$ cat config.mk
export PLATFORM = sky130hd
export DESIGN_NAME = dlock_code_driver
export DESIGN_NICKNAME = d
export VERILOG_FILES = /design/src/rtl/dlock_code_driver.sv
export SDC_FILE = /design/constraint.sdc
export NUM_CORES = 1
export LEC_CHECK = 0
export ABC_CLOCK_PERIOD_IN_PS = 1300
export BUFFER_PORTS_ARGS = -buffer_cell sky130_fd_sc_hd__buf_2
export CORE_MARGIN = 3
export CORE_UTILIZATION = 48
export CTS_CLUSTER_DIAMETER = 80
export DETAILED_ROUTE_END_ITERATION = 8
export HOLD_SLACK_MARGIN = 0.03
export PLACE_DENSITY = 0.74
export SYNTH_ARGS = -nofsm -noshare
export SYNTH_HDL_FRONTEND = slang
export SYNTH_SLANG_ARGS = --single-unit
export TNS_END_PERCENT = 10
$ cat constraint.sdc
create_clock -name clk -period 1.3 [get_ports clk]
set_clock_uncertainty 0.1 [all_clocks]
set_input_delay 0.065 -clock clk [delete_from_list [all_inputs] [get_ports clk]]
set_output_delay 0.065 -clock clk [all_outputs]
set_load 0.05 [all_outputs]
$ cat src/rtl/dlock_code_driver.sv
// Feeds a parallel code word to the digital lock: clears the lock, shifts the code out MSB-first,
// samples unlock after a settle delay and reports the result with a done pulse and pass flag.
module dlock_code_driver #(
  parameter int unsigned CODE_W = 6,
  parameter int unsigned SETTLE = 1
) (
  input  logic              clk,
  input  logic              clear,
  input  logic [CODE_W-1:0] code_in,
  input  logic              code_valid,
  output logic              code_ready,
  output logic              b_out,
  output logic              lock_clr,
  input  logic              unlock,
  output logic              done,
  output logic              pass
);

  localparam int unsigned BitCntW = $clog2(CODE_W + 1);
  localparam int unsigned SetCntW = $clog2(SETTLE + 1);

  typedef enum logic [2:0] {
    StIdle,
    StClr,
    StShift,
    StWait,
    StReport
  } state_e;

  state_e              state_q, state_d;
  logic [CODE_W-1:0]   shreg_q, shreg_d;
  logic [BitCntW-1:0]  bitcnt_q, bitcnt_d;
  logic [SetCntW-1:0]  setcnt_q, setcnt_d;
  logic                b_out_q, b_out_d;
  logic                pass_q, pass_d;

  always_ff @(posedge clk or negedge clear) begin
    if (!clear) begin
      state_q  <= StIdle;
      shreg_q  <= '0;
      bitcnt_q <= '0;
      setcnt_q <= '0;
      b_out_q  <= 1'b0;
      pass_q   <= 1'b0;
    end else begin
      state_q  <= state_d;
      shreg_q  <= shreg_d;
      bitcnt_q <= bitcnt_d;
      setcnt_q <= setcnt_d;
      b_out_q  <= b_out_d;
      pass_q   <= pass_d;
    end
  end

  always_comb begin
    state_d  = state_q;
    shreg_d  = shreg_q;
    bitcnt_d = bitcnt_q;
    setcnt_d = setcnt_q;
    pass_d   = pass_q;
    unique case (state_q)
      StIdle: begin
        if (code_valid) begin
          shreg_d  = code_in;
          bitcnt_d = BitCntW'(CODE_W);
          pass_d   = 1'b0;
          state_d  = StClr;
        end
      end
      StClr: state_d = StShift;
      StShift: begin
        shreg_d  = shreg_q << 1;
        bitcnt_d = bitcnt_q - BitCntW'(1);
        if (bitcnt_q == BitCntW'(1)) begin
          setcnt_d = SetCntW'(SETTLE);
          state_d  = StWait;
        end
      end
      StWait: begin
        setcnt_d = setcnt_q - SetCntW'(1);
        if (setcnt_q == SetCntW'(1)) begin
          pass_d  = unlock;
          state_d = StReport;
        end
      end
      StReport: state_d = StIdle;
      default:  state_d = StIdle;
    endcase
    // Register the bit for the upcoming cycle so it is stable well before the lock's negedge.
    b_out_d = (state_d == StShift) ? shreg_d[CODE_W-1] : 1'b0;
  end

  // Gated by clear so the lock is held in reset together with this block.
  assign code_ready = clear && (state_q == StIdle);
  assign lock_clr   = clear && (state_q != StClr);
  assign done       = (state_q == StReport);
  assign b_out      = b_out_q;
  assign pass       = pass_q;

endmodule

==> load_flow_metrics.sql <==
INSERT INTO impl_metrics (metric_group, metric, value, unit) VALUES
('yosys', 'syn_nets', '95', ''),
('run_status', 'run_status', 'finished, violations left', ''),
('global_routing', 'grt_pass1_vias', '753', ''),
('clock_tree', 'cts_root_buffer', 'sky130_fd_sc_hd__clkbuf_4', ''),
('yosys', 'ys_top_cells_by_area', 'sky130_fd_sc_hd__dfrtp_1 (45%), sky130_fd_sc_hd__nor2b_1 (5.2%), sky130_fd_sc_hd__a22oi_1 (4.5%)', ''),
('detailed_routing', 'final_antenna_net_count', '0', ''),
('yosys', 'synth-seq-area-share', '0.448', ''),
('sta', 'grt_setup_unrepaired', 'yes', ''),
('critical_path', 'worst_path_max_delay_cell', 'sky130_fd_sc_hd__dfrtp_1', ''),
('placed_design', 'place_inst', '114', ''),
('yosys', 'synth_largest_type_area_fraction', '0.448', ''),
('clock_tree', 'tritoncts_clock_tree', 'built', ''),
('yosys', 'avgSynthCellArea', '10.1', 'um^2'),
('yosys', 'ys_seq_elements', '15', ''),
('sta', 'final-setup-viol-count', '12', ''),
('sta', 'max_clock_freq', '682', 'MHz'),
('worst_hold_path', 'worstHoldPathType', 'input port to flip-flop', ''),
('detailed_routing', 'via_count', '748', ''),
('power', 'fin_total_pwr', '2.67', 'mW'),
('placed_design', 'routabilityCongestion', '0.756', ''),
('clock_tree', 'htreeDepth', '1', ''),
('power', 'vdd.ir_drop.worst', '0.00141', 'V'),
('global_routing', 'antenna_found_initial', '0', ''),
('finish', 'fillerInstances', '113', ''),
('critical_path', 'worst_path_most_repeated_cell', 'sky130_fd_sc_hd__buf_6', ''),
('sta', 'max_slew_margin', '0.793', ''),
('clock_tree', 'clk_path_buf_depth', '2', ''),
('clock_tree', 'clock_latency', '0.28', 'ns'),
('detailed_routing', 'avgRoutedWirePerCell', '15.0', 'um'),
('detailed_routing', 'routed_wirelength', '1.99', 'mm'),
('yosys', 'netlist_area', '837', 'um^2'),
('yosys', 'yosys.area.top_type', 'sky130_fd_sc_hd__dfrtp_1', ''),
('clock_tree', 'number_of_clock_sinks', '15', ''),
('sta', 'finalWorstPathRequiredPeriod', '1.47', 'ns'),
('sta', 'worst_pin_slew', '0.310', 'ns'),
('flow_run', 'drv_cap', '0', ''),
('detailed_routing', 'detail_route.vias_per_cell', '5.67', ''),
('detailed_routing', 'detailedRoute.firstPassIterationCount', '4', ''),
('yosys', 'yosys_warnings', '0', ''),
('critical_path', 'worst-path-max-fanout', '7', ''),
('placed_design', 'detailed_placer_s_ending_hpwl', '1.23', 'mm'),
('die', 'die_height', '47.8', 'um'),
('power', 'leakage_power', '0.536', 'nW'),
('clock_tree', 'cts_buffers', '3', ''),
('critical_path', 'crit_path_start_kind', 'flip-flop', ''),
('clock_tree', 'clk_transition_reported_paths', '0.09', 'ns'),
('finish', 'final_cells', '132', ''),
('sta', 'hold_viol_final', '0', ''),
('critical_path', 'cp_data_arrival_time', '1.30', 'ns'),
('run_status', 'violated_checks', 'negative setup slack', ''),
('sta', 'finalCritPeriodShare', '1.13', ''),
('yosys', 'synth.distinct_cells', '33', ''),
('sta', 'final_critical_path_setup_slack', '-0.167', 'ns'),
('finish', 'fraction_of_layout_instances_using_a_drive_strength_above_1', '0.388', ''),
('detailed_routing', 'drc', '0', ''),
('finish', 'diodes', '0', ''),
('detailed_routing', 'detailedRoute.firstIterationViolations', '15', ''),
('yosys', 'synthesis.instances', '83', ''),
('sta', 'final-max-slew-violation-count', '0', ''),
('placed_design', 'buffer_ports.inserted', '14', ''),
('finish', 'area_growth_syn_to_layout', '38.7', '%'),
('global_routing', 'groute.usage.overall', '0.207', ''),
('die', 'design.die.area', '2280', 'um^2'),
('die', 'die_w', '47.8', 'um'),
('sta', 'sum_of_negative_setup_slack', '-0.846', 'ns'),
('critical_path', 'critical_path_required', '1.13', 'ns'),
('power', 'powerDensity', '2300', 'nW/um^2'),
('die', 'floorplan.rows', '14', ''),
('sta', 'hold_ws', '0.109', 'ns'),
('critical_path', 'critical_path_cell_by_cell', 'buf_6, nor4b_4, buf_6', ''),
('finish', 'fin_util', '0.737', '');
-- timing repair --
action                     CTS  global route
gates resized for setup     14             6
setup endpoints to repair    9            15
hold endpoints to repair    22             0
buffers inserted             5             1
hold buffers                 8             0
pin swaps                    3             5
-- report_power, final --
part	internal (mW)	leakage, nW	switching [mW]
sequential	0.673	0.185	0.199
combinational	0.749	0.336	0.783
clock	0.119	0.0150	0.148
total	1.54	0.536	1.13
-- final cells by class --
type	count	area, um^2	share of cell area
clock buffers	4	26.3	0.0226
inverters	4	15.0	0.0129
multi-input cells	58	442	0.380
flip-flops and latches	15	377	0.324
well taps	16	20.0	0.0172
repair buffers	35	282	0.242
-- cells in the mapped netlist --
library cell,count
sky130_fd_sc_hd__nor2_4,1
sky130_fd_sc_hd__inv_1,4
sky130_fd_sc_hd__and2_1,1
sky130_fd_sc_hd__buf_6,2
sky130_fd_sc_hd__a21bo_2,1
sky130_fd_sc_hd__nor2b_1,7
sky130_fd_sc_hd__ha_1,2
sky130_fd_sc_hd__nor3_1,1
sky130_fd_sc_hd__nand2_1,3
sky130_fd_sc_hd__a22oi_1,5
sky130_fd_sc_hd__nor3b_4,1
sky130_fd_sc_hd__and4b_1,1
sky130_fd_sc_hd__a21oi_1,3
sky130_fd_sc_hd__nand2b_1,2
sky130_fd_sc_hd__or2_2,1
sky130_fd_sc_hd__nor4b_1,1
sky130_fd_sc_hd__clkbuf_1,1
sky130_fd_sc_hd__mux2i_1,1
sky130_fd_sc_hd__nor2_1,4
sky130_fd_sc_hd__o2bb2ai_1,1
sky130_fd_sc_hd__and3_1,1
sky130_fd_sc_hd__o21ai_0,3
sky130_fd_sc_hd__o31a_1,1
sky130_fd_sc_hd__a2bb2oi_2,2
sky130_fd_sc_hd__buf_2,1
sky130_fd_sc_hd__dfrtp_1,15
sky130_fd_sc_hd__buf_4,1
sky130_fd_sc_hd__nand3b_1,1
sky130_fd_sc_hd__a31oi_1,6
sky130_fd_sc_hd__o21ai_1,6
sky130_fd_sc_hd__nand4_1,1
sky130_fd_sc_hd__or2_1,1
sky130_fd_sc_hd__clkbuf_2,1
-- layer usage --
layer  part of all wire  track usage  up-vias
li1                   -            -      365
met1               0.45        0.263      370
met2               0.52        0.356       11
met3              0.023       0.0263        2
met4             0.0060       0.0753        0
met5                  0            0        -
-- final timing paths --
path                              from          end  slack, ns  cells after the start
max in group asynchronous        clear   state_q[1]       0.52                      3
min in group asynchronous        clear        b_out       0.12                      2
hold reg to reg            bitcnt_q[0]  bitcnt_q[0]       0.41                      1
setup reg to reg            state_q[0]   shreg_q[5]      -0.07                      4
hold / removal              code_valid   state_q[0]       0.11                      3
setup / recovery            state_q[0]   code_ready      -0.17                      3
-- registers in the layout (all words and copies together) (netlist names) --
name	flops
pass	1
bitcnt_q	3
shreg_q	6
b_out	1
setcnt_q	1
state_q	3
-- logic make-up after synthesis --
kind of cell,count (synthesis),synth area share
compound gates,28,0.230
simple gates,27,0.209
flops,15,0.448
fa+ha+maj,2,0.0299
buf+inv,10,0.0702
mux,1,0.0120
-- critical path, delay by kind of cell, from the launching register on --
| kind | cells | cell delay (ns) |
|---|---|---|
| DFF | 1 | 0.41 |
| buffers and inverters | 2 | 0.33 |
| and+or+nand+nor | 1 | 0.28 |
-- through the flow --
step	worst slack (ns)	instance area, um^2
after floorplan	-0.138	867
after global placement	0.0199	951
after detailed placement	0.00135	951
after CTS	-0.146	1130
after global routing	-0.217	1160
final	-0.167	1160
No activity file was read; power rests on OpenSTA's default activity.
